==> src/rtl/fifo_pkg.sv <==
// ============================================================================
// Module      : fifo_pkg
// Description : Default geometry shared by the FIFO pair and its RAM.
// Revision    : 1.0 - initial release
// ============================================================================
`default_nettype none

package fifo_pkg;
  localparam int c_ADDR_SIZE = 2;
  localparam int c_WORD_SIZE = 8;
endpackage : fifo_pkg

`default_nettype wire

==> src/rtl/ram.sv <==
// ============================================================================
// Module      : ram
// Description : Simple dual-port RAM, synchronous write and read, old data on
//               read-during-write to the same address. No reset.
// Revision    : 1.0 - initial release
// ============================================================================
`default_nettype none

module ram
  import fifo_pkg::*;
#(
  parameter int ADDR_SIZE = c_ADDR_SIZE,
  parameter int WORD_SIZE = c_WORD_SIZE
) (
  input  logic                 clk,
  input  logic [ADDR_SIZE-1:0] w_addr,
  input  logic [WORD_SIZE-1:0] w_data,
  input  logic                 we,
  input  logic [ADDR_SIZE-1:0] r_addr,
  output logic [WORD_SIZE-1:0] r_data
);

  localparam int c_DEPTH = 1 << ADDR_SIZE;

  logic [WORD_SIZE-1:0] r_mem [c_DEPTH];

  always_ff @(posedge clk) begin
    if (we) begin
      r_mem[w_addr] <= w_data;
    end
    r_data <= r_mem[r_addr];
  end

endmodule : ram

`default_nettype wire

==> src/rtl/fifo_pair_top.sv <==
// ============================================================================
// Module      : fifo_pair_top
// Description : One write/read stream driving a standard FIFO and a
//               first-word-fall-through FIFO in lockstep.
// Revision    : 1.0 - initial release
// ============================================================================
`default_nettype none

module fifo_pair_top
  import fifo_pkg::*;
#(
  parameter int ADDR_SIZE = c_ADDR_SIZE,
  parameter int WORD_SIZE = c_WORD_SIZE
) (
  input  logic                 clk,
  input  logic                 reset,
  input  logic                 i_we,
  input  logic [WORD_SIZE-1:0] i_data,
  input  logic                 i_re,
  output logic                 o_is_not_full_standart,
  output logic                 o_is_not_full_fwft,
  output logic                 o_is_not_empty_standart,
  output logic                 o_is_not_empty_fwft,
  output logic [WORD_SIZE-1:0] o_data_standart,
  output logic [WORD_SIZE-1:0] o_data_fwft
);

  localparam int c_STD  = 0;
  localparam int c_FWFT = 1;

  logic [1:0]                w_not_full;
  logic [1:0]                w_not_empty;
  logic [1:0][WORD_SIZE-1:0] w_dout;

  for (genvar g = 0; g < 2; g++) begin : g_ch
    logic [ADDR_SIZE:0]   r_wr_ptr;
    logic [ADDR_SIZE:0]   r_rd_ptr;
    logic [ADDR_SIZE:0]   w_rd_next;
    logic                 w_full;
    logic                 w_empty;
    logic                 w_we_acc;
    logic                 w_re_acc;
    logic [ADDR_SIZE-1:0] w_r_addr;
    logic [WORD_SIZE-1:0] w_r_data;

    // MSB is the wrap bit: equal pointers mean empty, differing wrap bits full
    assign w_empty   = (r_wr_ptr == r_rd_ptr);
    assign w_full    = (r_wr_ptr[ADDR_SIZE] != r_rd_ptr[ADDR_SIZE]) &&
                       (r_wr_ptr[ADDR_SIZE-1:0] == r_rd_ptr[ADDR_SIZE-1:0]);
    assign w_we_acc  = i_we && !w_full;
    assign w_re_acc  = i_re && !w_empty;
    assign w_rd_next = r_rd_ptr + {{ADDR_SIZE{1'b0}}, w_re_acc};

    always_ff @(posedge clk) begin
      if (reset) begin
        r_wr_ptr <= '0;
        r_rd_ptr <= '0;
      end else begin
        if (w_we_acc) begin
          r_wr_ptr <= r_wr_ptr + {{ADDR_SIZE{1'b0}}, 1'b1};
        end
        r_rd_ptr <= w_rd_next;
      end
    end

    ram #(
      .ADDR_SIZE (ADDR_SIZE),
      .WORD_SIZE (WORD_SIZE)
    ) u_ram (
      .clk    (clk),
      .w_addr (r_wr_ptr[ADDR_SIZE-1:0]),
      .w_data (i_data),
      .we     (w_we_acc),
      .r_addr (w_r_addr),
      .r_data (w_r_data)
    );

    assign w_not_full[g]  = !w_full;
    assign w_not_empty[g] = !w_empty;

    if (g == c_STD) begin : g_std
      logic                 r_pop_d;
      logic [WORD_SIZE-1:0] r_hold_q;
      logic [WORD_SIZE-1:0] w_out;

      assign w_r_addr = r_rd_ptr[ADDR_SIZE-1:0];
      assign w_out    = r_pop_d ? w_r_data : r_hold_q;

      always_ff @(posedge clk) begin
        if (reset) begin
          r_pop_d  <= 1'b0;
          r_hold_q <= '0;
        end else begin
          r_pop_d  <= w_re_acc;
          r_hold_q <= w_out;
        end
      end

      assign w_dout[g] = w_out;
    end else begin : g_fwft
      logic                 r_byp;
      logic [WORD_SIZE-1:0] r_byp_data;
      logic                 w_byp;

      // Look one word ahead on a pop so the next head is ready after the edge
      assign w_r_addr = w_rd_next[ADDR_SIZE-1:0];
      assign w_byp    = w_we_acc && (r_wr_ptr[ADDR_SIZE-1:0] == w_r_addr);

      always_ff @(posedge clk) begin
        if (reset) begin
          r_byp      <= 1'b0;
          r_byp_data <= '0;
        end else begin
          r_byp <= w_byp;
          if (w_byp) begin
            r_byp_data <= i_data;
          end
        end
      end

      assign w_dout[g] = w_empty ? '0 : (r_byp ? r_byp_data : w_r_data);
    end
  end

  assign o_is_not_full_standart  = w_not_full[c_STD];
  assign o_is_not_full_fwft      = w_not_full[c_FWFT];
  assign o_is_not_empty_standart = w_not_empty[c_STD];
  assign o_is_not_empty_fwft     = w_not_empty[c_FWFT];
  assign o_data_standart         = w_dout[c_STD];
  assign o_data_fwft             = w_dout[c_FWFT];

endmodule : fifo_pair_top

`default_nettype wire

==> config.mk <==
export PLATFORM = sky130hd
export DESIGN_NAME = fifo_pair_top
export DESIGN_NICKNAME = d
export VERILOG_FILES = /design/src/rtl/fifo_pkg.sv /design/src/rtl/ram.sv /design/src/rtl/fifo_pair_top.sv
export SDC_FILE = /design/constraint.sdc
export NUM_CORES = 1
export LEC_CHECK = 0
export CAP_MARGIN = 30
export CORE_MARGIN = 1
export CORE_UTILIZATION = 62
export DETAILED_ROUTE_END_ITERATION = 12
export DONT_BUFFER_PORTS = 1
export GPL_TIMING_DRIVEN = 0
export PLACE_DENSITY_LB_ADDON = 0.25
export SLEW_MARGIN = 15
export SYNTH_ARGS = -nofsm -noshare
export SYNTH_HDL_FRONTEND = slang
export SYNTH_SLANG_ARGS = --single-unit
==> constraint.sdc <==
create_clock -name clk -period 3 [get_ports clk]
set_input_delay 0.9 -clock clk [delete_from_list [all_inputs] [get_ports clk]]
set_output_delay 0.9 -clock clk [all_outputs]
set_load 0.03 [all_outputs]
== Yosys cells after proc, flatten, opt, wreduce, memory -nomap -nowiden ==
Memories as Yosys holds them, arrays and structs flattened. A register that Yosys moved wholly into a read port is not among the register bits.
Index checks and enable logic that the tools add are counted.

* Add/sub/neg operators: 4
* Mux-type cells: 7
* Reductions and logical operators: 11
* Equal/unequal tests: 7

{| class="wikitable"
|+ Operator list
! kind !! count
|-
| two-way mux 8 bit || 3
|-
| logical AND 1 bit || 7
|-
| adder 3 x 1 -> 3 bit || 2
|-
| adder 3 x 1 -> 3 bit, second input constant || 2
|-
| == test 2 bit || 3
|-
| == test 3 bit || 2
|-
| logical NOT 1 bit || 4
|-
| two-way mux 1 bit || 4
|-
| inequality test 1 bit || 2
|}

* Memories kept: 2
* Logic and storage cells: 39
* Output and inout port bits: 20
* Flip-flop bits (word level): 30
* Memory bits (writable): 64

{| class="wikitable"
|+ Memories
! name !! depth !! width !! read ports !! clocked after memory_dff !! write ports !! RTL line !! source
|-
| g_ch[0].u_ram.r_mem || 4 || 8 || 1 || 1 || 1 || ram.sv:25 || <nowiki>logic [WORD_SIZE-1:0] r_mem [c_DEPTH];</nowiki>
|-
| g_ch[1].u_ram.r_mem || 4 || 8 || 1 || 1 || 1 || ram.sv:25 ||
|}

== Longest topological paths before layout ==
Gate-level depths: netlist of the first run.

* Word-level depth: 6
* Depth in mapped cells: 10
* Mapped depth without buffers: 9

== By module ==
A second synthesis of the first run with hierarchy kept.

* Cell total of the unflattened synthesis: 262
* Area total of the unflattened synthesis: 4137.7 um^2

{| class="wikitable"
|+ Modules (own cells, without submodules)
! module !! cells each !! sequential area each (um^2) !! times used !! area an instance (um^2)
|-
| ram || 54 || 1121.1 || 2 || 1348.8
|-
| fifo_pair_top || 154 || 600.6 || 1 || 1440.1
|}

== Worst setup path before layout of the first run ==
Ideal clock, no wire load.

* Kind: register -> register
* Start: reg g_ch[1].r_wr_ptr[0]
* End: reg g_ch[1].g_fwft.r_byp_data[2]
* Cell stages (with the launch flop): 11
* Clock period less this slack: 3.085 ns
* Data arrival time: 2.952 ns
* Buffers on the path: 1
* Slack: -0.085 ns
* Required time: 2.868 ns
* Cells stage by stage: dfxtp_1 > xor2_1 > nor3_1 > inv_1 > and3_1 > ha_1 > clkbuf_1 > xnor2_1 > o21ai_1 > o31ai_1 > a21oi_1

* Longest elaborated chain between the ends: 6

{| class="wikitable"
|+ RTL lines
! what !! RTL line !! source
|-
| from (decl) || fifo_pair_top.sv:36 || <nowiki>logic [ADDR_SIZE:0] r_wr_ptr;</nowiki>
|-
| from (signal assigned) || fifo_pair_top.sv:60 || <nowiki>r_wr_ptr <= r_wr_ptr + {{ADDR_SIZE{1'b0}}, 1'b1};</nowiki>
|-
| == test 3 bit || fifo_pair_top.sv:47 || <nowiki>assign w_empty = (r_wr_ptr == r_rd_ptr);</nowiki>
|-
| logical NOT 1 bit || -- ||
|-
| via o_is_not_empty_fwft || fifo_pair_top.sv:23 || <nowiki>output logic o_is_not_empty_fwft,</nowiki>
|-
| logical AND 1 bit || fifo_pair_top.sv:51 || <nowiki>assign w_re_acc = i_re && !w_empty;</nowiki>
|-
| adder 3 x 1 -> 3 bit || fifo_pair_top.sv:52 || <nowiki>assign w_rd_next = r_rd_ptr + {{ADDR_SIZE{1'b0}}, w_re_acc};</nowiki>
|-
| via g_ch[1].u_ram.r_addr[1] || ram.sv:19 || <nowiki>input logic [ADDR_SIZE-1:0] r_addr,</nowiki>
|-
| == test 2 bit || fifo_pair_top.sv:107 || <nowiki>assign w_byp = w_we_acc && (r_wr_ptr[ADDR_SIZE-1:0] == w_r_addr);</nowiki>
|-
| logical AND 1 bit || fifo_pair_top.sv:107 ||
|-
| to (signal assigned) || fifo_pair_top.sv:116 || <nowiki>r_byp_data <= i_data;</nowiki>
|-
| to (decl) || fifo_pair_top.sv:102 || <nowiki>logic [WORD_SIZE-1:0] r_byp_data;</nowiki>
|}

The timed path passes the listed nets, and every way through them passes these cells.
A chain may end at the register's enable or synchronous reset.

== Worst setup path after layout of the first run ==
* Start: reg g_ch[1].r_rd_ptr[0]
* End: out o_data_fwft[2]

* Longest elaborated chain between the ends: 2

{| class="wikitable"
|+ RTL lines
! what !! RTL line !! source
|-
| from (decl) || fifo_pair_top.sv:37 || <nowiki>logic [ADDR_SIZE:0] r_rd_ptr;</nowiki>
|-
| from (signal assigned) || fifo_pair_top.sv:62 || <nowiki>r_rd_ptr <= w_rd_next;</nowiki>
|-
| == test 3 bit || fifo_pair_top.sv:47 ||
|-
| two-way mux 8 bit || fifo_pair_top.sv:121 || <nowiki>assign w_dout[g] = w_empty ? '0 : (r_byp ? r_byp_data : w_r_data);</nowiki>
|-
| to (decl) || fifo_pair_top.sv:25 || <nowiki>output logic [WORD_SIZE-1:0] o_data_fwft</nowiki>
|}

No other way between the ends.

==> metrics.cfg, run 1 <==
[worst_setup_path]
cp_slowest_cell=nor2_1
ff2ff_path_depth=9
r2r_start=g_ch[1].r_wr_ptr[1]
reg2reg_to=g_ch[1].g_fwft.r_byp_data[4]
endpoint_kind=output pin
rrSetupSlack_ps=220
crit_type=reg2out
path_cells=xor2_2 -> nor3_4 -> buf_4 -> nor2_1
slowest_delay_ps=500
required_ps=2100
cp_max_fo=8
arrival_ps=1900
critPathLaunchType=register

[floorplanning]
io_pins=32
core_um2=6460
die_y_um=84.7
num_rows=29
initial_core_util_pct=65.6
die-area_um2=7170
die_width_um=84.7

[synth]
yosys.area.top_type=edfxtp_1
syn-num-nets=291
synthArstFlopShare_pct=0
yosys_warnings=0
synth_area_per_cell_um2=15.8
synth_ff_type=edfxtp_1
synth_seq_cells=110
synth_edf_count=64
syn_inst=268
netlist.area_leader.share_pct=45.4
netlist_area_um2=4240
synth.area.top_cells=edfxtp_1 45%, dfxtp_1 22%, mux4_1 5.0%, mux4_2 4.3%, ha_1 3.2%
synth.yosys.seq_area_share_pct=67.1
synth.distinct_cells=37

[finish]
finalInstanceArea_um2=4590
multi_input_area_um2=1370
layout_common_cells=64 x edfxtp_1, 44 x dfxtp_1, 15 x nor2_1, 12 x nor2b_1, 11 x a21oi_1
num-nets-final=302
seq_area_um2=2850
final_common_cell=edfxtp_1
fillers=429
stdcell_count=361
antennaDiodeCount=0
syn_to_final_growth_pct=8.36
layout-drive-gt1-share_pct=15.8

[grt]
grt_pass1_wl_mm=11.6
antenna_found_initial=0
grt_pass1_vias=2179
grt_usage_pct=22.1
grt_overflow=0
grt_max_degree=20

[timing]
holdWs_ps=483
slew_headroom_pct=44.7
finalHoldViolCount=0
finalCriticalPeriod_ps=2800
skew_ps=12.4
slew_violations=0
rsz0062_at_grt=false
setup_tns_ps=0
tightest_slew_ps=826
max_freq_mhz=357
finalCritPeriodShare_pct=93.3
setup_viol=0

[placement]
placed_area_um2=4340
io_buffers=0
place_congestion=0.766
dpl.cell_count=345
dpl.hpwl_mm=4.87

[cts]
cts_sinks=110
cts_root_buf=clkbuf_8
cts.path.max_buffers=2
worstSkewPairLatency_ps=360
cts_inserted_buffers=9
cts_hold_buffers=0
clk_pin_slew_ps=100
cts_tree=built
htreeDepth=3

[power_and_ir_drop]
vdd_ir_drop_max_mv=0.507
power_leakage_nw=1.62
p_per_area_nw_per_um2=759
power.total_mw=3.49

[detailed_routing]
vias=2179
drt_pass1_iterations=10
wirelength_mm=7.26
route.antenna.remaining_nets=0
first_iter_violations=151
wire_per_inst_um=20.1
routed_via_density=6.04
drcViolationCount=2

[job]
drv_cap=0

[min_path]
min_to=g_ch[1].g_fwft.r_byp_data[7]
hold_path_class=reg2reg
min-delay-start=g_ch[1].g_fwft.r_byp_data[7]
hold_depth=2

[run_status]
violations=DRC
outcome=finished, violations left

## per-layer routing
| metal | up-vias | GRT usage (%) | share of wire, % |
|---|---|---|---|
| met3 | 4 | 5.41 | 6.9 |
| met2 | 65 | 37.3 | 50 |
| met4 | 0 | 6.47 | 0.55 |
| li1 | 1026 | - | - |
| met1 | 1084 | 28.8 | 42 |
| met5 | - | 0 | 0 |
## Yosys cell counts (all sizes together) (9+ instances only)
cell / instances
a21oi: 11
xnor2: 9
mux2i: 9
mux4: 16
clkbuf: 9
edfxtp: 64
dfxtp: 46
ha: 11
o31ai: 10
nor2: 15
nor2b: 12
## worst max-delay path: cells and delay by family (launching register included)
family | cells | cell delay [ps]
flip-flops | 1 | 480
XOR/XNOR | 1 | 320
AND/OR/NAND/NOR | 2 | 560
buffers and inverters | 1 | 190
## layout make-up
type                       instances  share of cell area, %
clock buffer                       9                   2.70
tap                               77                   2.10
inverter                           7                  0.573
clock inverter                     7                   1.74
timing repair buffer               1                  0.164
buffer                            10                  0.872
multi-input combinational        140                   29.9
sequential                       110                   62.0
## cell families after synthesis
| family | share of synthesized area, % |
|---|---|
| flip-flops | 67.1 |
| AND/OR/NAND/NOR | 6.82 |
| multiplexers | 13.5 |
| AO/OA/AOI/OAI | 4.61 |
| buffers and inverters | 1.65 |
| XOR/XNOR | 3.07 |
| adder cells (fa/ha/maj) | 3.25 |
## report_power, final
group	internal, mW	leakage, nW	switching (mW)
sequential	1.77	0.968	0.0650
combinational	0.280	0.553	0.482
clock	0.398	0.102	0.495
total	2.44	1.62	1.04
## worst max-delay path by stage
stage,startpoint,endpoint,slack (ps),cells after the start
CTS,g_ch[1].r_wr_ptr[0],o_data_fwft[2],9,4
finish,g_ch[1].r_rd_ptr[0],o_data_fwft[2],200,4
global placement,g_ch[1].r_wr_ptr[0],g_ch[1].g_fwft.r_byp_data[2],-610,10
global route,g_ch[1].r_wr_ptr[2],g_ch[1].g_fwft.r_byp_data[4],40,9
detailed placement,g_ch[1].r_wr_ptr[0],g_ch[1].g_fwft.r_byp_data[1],-740,10
floorplan,g_ch[1].r_wr_ptr[0],g_ch[1].g_fwft.r_byp_data[2],190,10
## sequential cells by signal (all words and copies together) (netlist names)
register	count
g_ch.g_fwft.r_byp	1
g_ch.g_fwft.r_byp_data	8
g_ch.g_std.r_hold_q	8
g_ch.g_std.r_pop_d	1
g_ch.r_rd_ptr	6
g_ch.r_wr_ptr	6
g_ch.u_ram.r_data	16
g_ch.u_ram.r_mem	64
## per-stage QoR
stage,worst slack (ps),util [%]
floorplan,188,-
global placement,-609,67.1
detailed placement,-736,67.1
CTS,9.06,70.6
global route,36.1,71.1
finish,201,71.1
## what timing repair did
action                     4_1_cts  5_1_grt
setup endpoints to repair       19       16
setup buffers                    1        0
resized for setup                3        5
pin swaps                        1        0
(Power assumes the default switching activity.)
==> inputs of run 2 (changes only) <==
Settings changed: GPL_ROUTABILITY_DRIVEN set to 0.
==> results of run 2 <==
The final DEF is identical to that of run 1; final timing and power are the same.
==> inputs of run 3 (changes only) <==
Settings changed: CORE_UTILIZATION 62 to 56, SETUP_SLACK_MARGIN set to 0.3, SLEW_MARGIN 15 to 10.
Clock period 3 ns to 2.5 ns, I/O delays scaled along.
==> run 3 against run 2 <==
The flow now finishes without violations. Count of clock-buffer cells in the layout grew 1. Register-to-register slack got worse by 70 ps. Non-clock buffer count increased by 20. Largest power group unchanged. Flip-flop and latch count stayed put. Power increased by 31%. Setup slack got worse by 52 ps. Sequential power increased by 21%. Combinational power rose by 76%. Critical path depth up 6. Die area increased by 10%.
==> metrics.cfg, run 3 (synthesis results as in run 1) <==
[run_status]
outcome=completed

[cts]
worstSkewPairLatency_ps=370
htreeDepth=3
cts_sinks=110
clk_pin_slew_ps=110
cts.path.max_buffers=2
cts_tree=built
cts_root_buf=clkbuf_8
cts_hold_buffers=0
cts_inserted_buffers=9

[finish]
layout_common_cells=64 x edfxtp_1, 38 x dfxtp_1, 17 x buf_4, 12 x nor2b_1, 11 x a21oi_1
largest_reg_flops=64
layout-drive-gt1-share_pct=35.1
antennaDiodeCount=0
regMostFlops=g_ch.u_ram.r_mem
stdcell_count=404
syn_to_final_growth_pct=20.9
final_common_cell=edfxtp_1
num-nets-final=323
reg_top3=g_ch.u_ram.r_mem x64, g_ch.u_ram.r_data x16

[power_and_ir_drop]
power_leakage_nw=1.79
p_sw_mw=1.45
p_int_mw=3.11
vdd_ir_drop_max_mv=0.515
p_comb_share_pct=29.4
swShare_pct=31.8
p_per_area_nw_per_um2=892
seqPwrFrac_pct=48.3
p_clk_share_pct=22.2

[job]
drv_cap=0

[placement]
place_ws_ps=-197
dpl.cell_count=367
dpl.hpwl_mm=4.89
io_buffers=0

[detailed_routing]
route.antenna.remaining_nets=0
drcViolationCount=0
drt_pass1_iterations=4
wire_per_inst_um=20.7
first_iter_violations=160
wirelength_mm=8.38
vias=2328
routed_via_density=5.76

[worst_setup_path]
path_cells=xor2_4 -> nor3_4 -> inv_4 -> and3_4 -> ha_4 -> clkbuf_16 -> xnor2_4 -> o21ai_2 -> o31ai_2 -> a21oi_1
cp_max_fo=4
crit_type=reg2reg
arrival_ps=2590
slowest_delay_ps=380
crit_family=compound AO/OA/AOI/OAI gates
crit_cells=10
required_ps=2730
cp_num_buf_inv=2
critPathLaunchType=register
cp_slowest_cell=dfxtp_4
ff2ff_path_depth=10
endpoint_kind=register

[timing]
max_freq_mhz=425
finalHoldViolCount=0
finalCritPeriodShare_pct=94.0
slew_headroom_pct=52.3
slew_violations=0
skew_ps=11.5
finalWorstSetupSlack_ps=149
setup_tns_ps=0
finalCriticalPeriod_ps=2350
tightest_slew_ps=712
rsz0062_at_grt=true
setup_viol=0

[floorplanning]
die_width_um=89.0
initial_core_util_pct=58.1
die_y_um=89.0
num_rows=31
core_um2=7290
die-area_um2=7910
io_pins=32

[grt]
antenna_found_initial=0
grt_pass1_vias=2260
grt_max_degree=20
grt_usage_pct=21.8
grt_overflow=0
grt_pass1_wl_mm=11.9

[min_path]
hold_path_class=in2reg
hold_depth=0

run 3: cell count changes in the layout (fill, tap and decap cells not counted), moves of 6 or more:
cell | before | now
nor2_1 | 15 | 6
dfxtp_4 | 0 | 6
buf_4 | 1 | 17
nor2_4 | 0 | 8
dfxtp_1 | 44 | 38
run 3: worst reg2reg max path: stages, from the launching register on:
cell	delay [ps]
dfxtp_4	380
xor2_4	190
nor3_4	260
inv_4	100
and3_4	200
ha_4	220
clkbuf_16	150
xnor2_4	230
o21ai_2	160
o31ai_2	250
a21oi_1	90
run 3: routing by layer:
layer	share of wire, %	up-vias	global-route usage [%]
li1	-	1077	-
met1	41	1157	30.1
met2	50	82	33.4
met3	7.0	12	5.72
met4	1.6	0	8.80
met5	0	-	0
run 3: final timing paths:
kind / from / slack [ps] / end
setup / recovery: g_ch[1].r_wr_ptr[2] / 150 / g_ch[1].g_fwft.r_byp_data[5]
hold / removal: i_data[6] / 470 / g_ch[0].u_ram.r_mem[0][6]
setup reg to reg: g_ch[1].r_wr_ptr[2] / 150 / g_ch[1].g_fwft.r_byp_data[5]
hold reg to reg: g_ch[1].g_fwft.r_byp_data[3] / 480 / g_ch[1].g_fwft.r_byp_data[3]
run 3: cell type report:
class                           count  area, um^2
Sequential cell                   110        2870
Fill cell                         483        2170
Multi-Input combinational cell    141        1640
Timing Repair Buffer               20         179
Clock buffer                       10         138
Tap cell                           99         124
Buffer                             11        91.3
Clock inverter                      6        53.8
Inverter                            7        28.8
run 3: per-stage QoR:
stage	total power, mW	area, um^2	hold WS (ps)	utilization, %
after floorplan	3.00	4320	444	-
after detailed placement	3.17	4440	461	60.9
after global routing	4.74	5120	450	70.2
final	4.57	5120	468	70.2
after CTS	4.45	4980	458	68.3
after global placement	3.15	4440	453	60.9
run 3: repair_timing:
| action | CTS | global route |
|---|---|---|
| resized for setup | 47 | 22 |
| pin swaps | 19 | 5 |
| setup endpoints to repair | 103 | 84 |
| buffers inserted | 15 | 5 |
| cloned | 1 | 0 |
run 3: power by group through the flow:
stage | Combinational, mW | Sequential [mW] | Clock (mW)
after CTS | 1.22 | 2.20 | 1.03
after detailed placement | 0.924 | 2.25 | 0
final | 1.34 | 2.21 | 1.02
after global placement | 0.908 | 2.24 | 0
after global routing | 1.42 | 2.22 | 1.09
after floorplan | 0.781 | 2.22 | 0
